--- src/rtl/input_conditioner_if.sv ---
// Pin-side and control-side signals of the input conditioner, one bit per channel.
// The board/stimulus side uses master; the conditioner uses slave.
interface input_conditioner_if #(
    parameter int N_CH = 5
);
    logic [N_CH-1:0] raw;
    logic [N_CH-1:0] level;
    logic [N_CH-1:0] rise;
    logic [N_CH-1:0] fall;
    logic [N_CH-1:0] press;

    modport master (output raw, input level, input rise, input fall, input press);
    modport slave  (input raw, output level, output rise, output fall, output press);
endinterface

--- src/rtl/input_conditioner.sv ---
// N-channel button/slider front end: 2-flop sync, counter debounce, edge detect,
// and optional hold-to-repeat press pulses per channel.
module input_conditioner #(
    parameter int              N_CH         = 5,
    parameter int              DB_CYCLES    = 1000000,
    parameter logic [N_CH-1:0] REPEAT_MASK  = '0,
    parameter int              REPEAT_DELAY = 50000000,
    parameter int              REPEAT_RATE  = 10000000
) (
    input logic                clk,
    input logic                reset_n,
    input_conditioner_if.slave bus
);
    localparam int DW   = $clog2(DB_CYCLES + 1);
    localparam int RMAX = (REPEAT_DELAY > REPEAT_RATE) ? REPEAT_DELAY : REPEAT_RATE;
    localparam int RW   = $clog2(RMAX + 1);
    localparam logic [DW-1:0] DB_LAST   = DW'(DB_CYCLES - 1);
    localparam logic [RW-1:0] DLY_LAST  = RW'(REPEAT_DELAY - 1);
    localparam logic [RW-1:0] RATE_LAST = RW'(REPEAT_RATE - 1);

    typedef enum logic [1:0] {IDLE, HELD, DELAY, REPEAT} rpt_state_t;

    logic [N_CH-1:0] level, rise, fall, press;

    for (genvar i = 0; i < N_CH; i++) begin : g_ch
        logic          s1, s2;
        logic          lvl_q, rise_q, fall_q, press_q;
        logic [DW-1:0] dcnt;
        logic          db_hit, rise_ev, fall_ev;
        rpt_state_t    state, state_nx;
        logic [RW-1:0] rcnt, rcnt_nx;
        logic          press_nx;

        // db_hit marks the edge on which the new level is accepted
        assign db_hit  = (s2 != lvl_q) && (dcnt == DB_LAST);
        assign rise_ev = db_hit && !lvl_q;
        assign fall_ev = db_hit && lvl_q;

        always_ff @(posedge clk or negedge reset_n) begin
            if (!reset_n) begin
                s1     <= 1'b0;
                s2     <= 1'b0;
                lvl_q  <= 1'b0;
                rise_q <= 1'b0;
                fall_q <= 1'b0;
                dcnt   <= '0;
            end else begin
                s1     <= bus.raw[i];
                s2     <= s1;
                rise_q <= rise_ev;
                fall_q <= fall_ev;
                if (db_hit) lvl_q <= ~lvl_q;
                if (s2 == lvl_q || db_hit) dcnt <= '0;
                else                       dcnt <= dcnt + 1'b1;
            end
        end

        always_ff @(posedge clk or negedge reset_n) begin
            if (!reset_n) begin
                state   <= IDLE;
                rcnt    <= '0;
                press_q <= 1'b0;
            end else begin
                state   <= state_nx;
                rcnt    <= rcnt_nx;
                press_q <= press_nx;
            end
        end

        always_comb begin
            state_nx = state;
            case (state)
                IDLE:    if (rise_ev) state_nx = REPEAT_MASK[i] ? DELAY : HELD;
                DELAY:   if (rcnt == DLY_LAST) state_nx = REPEAT;
                default: ;
            endcase
            if (fall_ev) state_nx = IDLE;
        end

        // A release on the same edge as a due repeat suppresses that repeat
        always_comb begin
            press_nx = 1'b0;
            rcnt_nx  = '0;
            case (state)
                IDLE:    press_nx = rise_ev;
                DELAY:   if (rcnt == DLY_LAST) press_nx = 1'b1;
                         else                  rcnt_nx  = rcnt + 1'b1;
                REPEAT:  if (rcnt == RATE_LAST) press_nx = 1'b1;
                         else                   rcnt_nx  = rcnt + 1'b1;
                default: ;
            endcase
            if (fall_ev) begin
                press_nx = 1'b0;
                rcnt_nx  = '0;
            end
        end

        assign level[i] = lvl_q;
        assign rise[i]  = rise_q;
        assign fall[i]  = fall_q;
        assign press[i] = press_q;
    end

    assign bus.level = level;
    assign bus.rise  = rise;
    assign bus.fall  = fall;
    assign bus.press = press;
endmodule
--- src/flat_wrapper.sv ---
// flat-port wrapper written by rule: the top's interface ports become plain ports
module input_conditioner_flat 
#(
    parameter int              N_CH         = 5,
    parameter int              DB_CYCLES    = 1000000,
    parameter logic [N_CH-1:0] REPEAT_MASK  = '0,
    parameter int              REPEAT_DELAY = 50000000,
    parameter int              REPEAT_RATE  = 10000000
)
  (clk, reset_n, bus_raw, bus_level, bus_rise, bus_fall, bus_press);
  input_conditioner_if #(.N_CH(N_CH)) bus_i ();
  input logic clk;
  input logic reset_n;
  input wire logic [$bits(bus_i.raw)-1:0] bus_raw;
  output wire logic [$bits(bus_i.level)-1:0] bus_level;
  output wire logic [$bits(bus_i.rise)-1:0] bus_rise;
  output wire logic [$bits(bus_i.fall)-1:0] bus_fall;
  output wire logic [$bits(bus_i.press)-1:0] bus_press;
  assign bus_i.raw = bus_raw;
  assign bus_level = bus_i.level;
  assign bus_rise = bus_i.rise;
  assign bus_fall = bus_i.fall;
  assign bus_press = bus_i.press;
  input_conditioner #(.N_CH(N_CH), .DB_CYCLES(DB_CYCLES), .REPEAT_MASK(REPEAT_MASK), .REPEAT_DELAY(REPEAT_DELAY), .REPEAT_RATE(REPEAT_RATE)) u_core (.clk(clk), .reset_n(reset_n), .bus(bus_i));
endmodule
--- config.mk ---
export PLATFORM = sky130hd
export DESIGN_NAME = input_conditioner_flat
export DESIGN_NICKNAME = d
export VERILOG_FILES = /design/src/rtl/input_conditioner_if.sv /design/src/rtl/input_conditioner.sv /design/src/flat_wrapper.sv
export SDC_FILE = /design/constraint.sdc
export NUM_CORES = 1
export LEC_CHECK = 0
export BUFFER_PORTS_ARGS = -buffer_cell sky130_fd_sc_hd__buf_2
export CELL_PAD_IN_SITES_DETAIL_PLACEMENT = 1
export CELL_PAD_IN_SITES_GLOBAL_PLACEMENT = 2
export CORE_MARGIN = 3
export CORE_UTILIZATION = 41
export DETAILED_ROUTE_END_ITERATION = 6
export GPL_ROUTABILITY_DRIVEN = 0
export PLACE_DENSITY_LB_ADDON = 0.1
export SLEW_MARGIN = 10
export SYNTH_ARGS = -nofsm -noshare
export SYNTH_HDL_FRONTEND = slang
export SYNTH_SLANG_ARGS = --single-unit
--- constraint.sdc ---
create_clock -name clk -period 2.9 [get_ports clk]
set_input_delay 0.145 -clock clk [delete_from_list [all_inputs] [get_ports clk]]
set_output_delay 0.145 -clock clk [all_outputs]
set_load 0.01 [all_outputs]
==> flow_summary.yaml <==
status:
  status: "finished, final reports clean"
logic_synthesis:
  synth_sequential_area_ratio: 0.513
  ys_async_sr_fraction: 1.00
  synth_adder_area_share: 0.0142
  synth_xor_area_frac: 0.140
  synthesis.nets: 1378
  ys.flop_type: "dfrtp_1"
  syn_area_sq_mm: 0.0132
  synth_warnings: 0
  synthCells: 1356
  synth_top_area_cell: "dfrtp_1"
  yosysTopAreaCellShare: 0.513
  synth_edf_count: 0
  synth.area.top_cells: "dfrtp_1 (51%), xor2_1 (8.8%), nor2_1 (8.3%)"
  synth-simple-area-share: 0.285
  syn_area_per_cell_sq_um: 9.72
  synth_mux_area_frac: 0.000855
  synth_top_family_by_area: "simple AND/OR/NAND/NOR gates"
  ys_ff_latch: 270
  synth-compound-area-share: 0.0179
  synth_cell_types: 52
worst_setup_path:
  crit_path_end_kind: "flip-flop"
  rr_worst_depth: 7
  worstPathArrival_ps: 2750
  critPathMaxFanout: 20
  cp-start-kind: "flip-flop"
  r2r-start: "u_core.g_ch[0].dcnt[0]"
  crit_type: "flip-flop to flip-flop"
  worstPathRequired_ps: 3290
  r2r-end: "u_core.g_ch[0].rcnt[13]"
  reg2reg_slack_ps: 540
route:
  viasPerCell: 5.30
  final_antenna_net_count: 0
  wl_per_cell_um: 16.1
  drt-pass1-iter-count: 4
  drc: 0
  vias: 9657
  drt-total-wl_um: 29300
  drt-initial-drc-count: 369
timing:
  setup_viol: 0
  finClkSkew_ps: 17.0
  final.period_utilization: 0.814
  rsz0062_at_grt: "false"
  worst_slew_pin_slew_ps: 736
  finalHoldViolations: 0
  slew_violations: 0
  fmax_mhz: 423
  min_period_ps: 2360
  max-slew-margin-rel: 0.506
  holdWs_ps: 191
  tns_ps: 0
final_layout:
  drive_above_1_share: 0.0796
  final_cells: 1822
  nFillCells: 3585
  areaGrowthSynthToFinish_pct: 13.9
  nNetsFinal: 1418
  mostFrequentLayoutCell: "nor2_1"
  multi_input_area_sq_mm: 0.00603
  n_antenna_cell: 0
  layout_common_cells: "nor2_1 (292), dfrtp_1 (270), xor2_1 (132)"
  regArea_sq_mm: 0.00676
  final_core_util: 0.474
job:
  drv_cap: 0
floorplanning:
  start_util: 0.416
  pin_count: 27
  die_y_um: 185
  dieArea_sq_mm: 0.0343
  core_area_sq_mm: 0.0316
  fp-row-count: 65
  die_w_um: 185
power_and_ir_drop:
  leakagePower_nw: 6.20
  power_density_mw_per_mm2: 570
  power.total_mw: 8.56
  peakVddDrop_mv: 0.357
cts:
  cts_buffers: 34
  cts.clk_slew.worst_paths_ps: 60
  cts_resized: 0
  cts_tree: "yes"
  cts-htree-levels: 2
  clk_path_buf_depth: 3
  cts_sinks: 270
  root_buffer: "clkbuf_16"
  clk-insertion-delay-late_ps: 510
global_route:
  first_global_vias: 10151
  grt_max_degree: 82
  grt_pass1_wl_um: 50700
  overflow: 0
  grt_usage: 0.175
  antenna_found_initial: 0
min_path:
  min_path_type: "primary input to asynchronous set/reset pin"
place:
  dp.cells: 1756
  io_buffers: 26
  post-dp-hpwl_um: 19400
==> stage by stage <==
step	area [sq um]	setup WS [ps]
finish	15000	538
global route	15000	351
CTS	15000	493
detailed placement	13700	528
global placement	13700	525
floorplan	13200	776
==> power breakdown <==
| group | internal, mW | total [mW] | switching (mW) |
|---|---|---|---|
| clock | 2.96 | 4.58 | 1.62 |
| sequential | 3.79 | 3.82 | 0.0233 |
| combinational | 0.0416 | 0.160 | 0.118 |
| total | 6.79 | 8.56 | 1.76 |
==> layout make-up <==
class	count	area share
Clock inverter	10	0.0117
Clock buffer	50	0.0703
Inverter	24	0.00600
Sequential cell	270	0.450
Timing Repair Buffer	53	0.0263
Multi-Input combinational cell	1013	0.402
Tap cell	402	0.0335
==> logic make-up after synthesis <==
| kind of cell | after synthesis |
|---|---|
| AOI/OAI and AO/OA | 33 |
| xor gates and xnor gates | 211 |
| adders and majority gates | 15 |
| buffers and inverters | 73 |
| DFF | 270 |
| muxes | 1 |
| and+or+nand+nor | 753 |
==> worst max path at each step <==
stage,cells past startpoint,end,from
3_5_place_dp,7,u_core.g_ch[0].rcnt[19],u_core.g_ch[0].dcnt[0]
3_3_place_gp,7,u_core.g_ch[0].rcnt[14],u_core.g_ch[0].dcnt[0]
5_1_grt,6,u_core.g_ch[3].rcnt[12],u_core.g_ch[3].dcnt[2]
4_1_cts,7,u_core.g_ch[0].rcnt[13],u_core.g_ch[0].dcnt[0]
2_1_floorplan,8,u_core.g_ch[1].rcnt[17],u_core.g_ch[1].dcnt[0]
6_report,7,u_core.g_ch[0].rcnt[13],u_core.g_ch[0].dcnt[0]
==> Yosys cell counts, drive strengths merged (2+ instances only) <==
cell type,number
nor4bb,9
nor4b,10
a31oi,2
or4,8
o22ai,2
o32ai,2
clkbuf,12
nor2b,3
and2,10
o41ai,2
a21oi,4
nor3b,2
a21o,2
nand2b,9
or4b,2
and4,22
nand4,69
buf,37
o21ai,8
dfrtp,270
xnor2,79
nor3,32
and4b,3
xor2,132
a32oi,2
or2,4
nor2,292
or3,6
nor4,31
a22oi,2
nand4b,3
nand2,94
o31ai,2
nand3b,4
ha,15
inv,24
nand3,106
and3,31
==> critical path, stage by stage (launching register included) <==
cell	delay, ps
dfrtp_1	390
ha_1	220
nand3_1	110
or4_4	570
nor3_2	370
a211o_1	320
buf_12	200
nor2_1	60
==> metal layers <==
layer / wire length (um) / up-vias / share of wire / global-route usage
li1: - / 4718 / - / -
met1: 14500 / 4820 / 0.49 / 0.243
met2: 13600 / 82 / 0.46 / 0.289
met3: 762 / 37 / 0.026 / 0.0291
met4: 490 / 0 / 0.017 / 0.0426
met5: 0 / - / 0 / 0
==> what timing repair did <==
action / in CTS / in global routing
hold buffers: 6 / 0
endpoints found under the hold margin: 81 / 0
endpoints found under the setup margin: 0 / 0
buffers inserted: 0 / 0
==> sequential cells by signal, summed over array words and instances, names as in the netlist <==
signal               cells
u_core.g_ch.dcnt       100
u_core.g_ch.fall_q       5
u_core.g_ch.lvl_q        5
u_core.g_ch.press_q      5
u_core.g_ch.rcnt       130
u_core.g_ch.rise_q       5
u_core.g_ch.s1           5
u_core.g_ch.s2           5
u_core.g_ch.state       10
No activity file was read; power rests on OpenSTA's default activity.
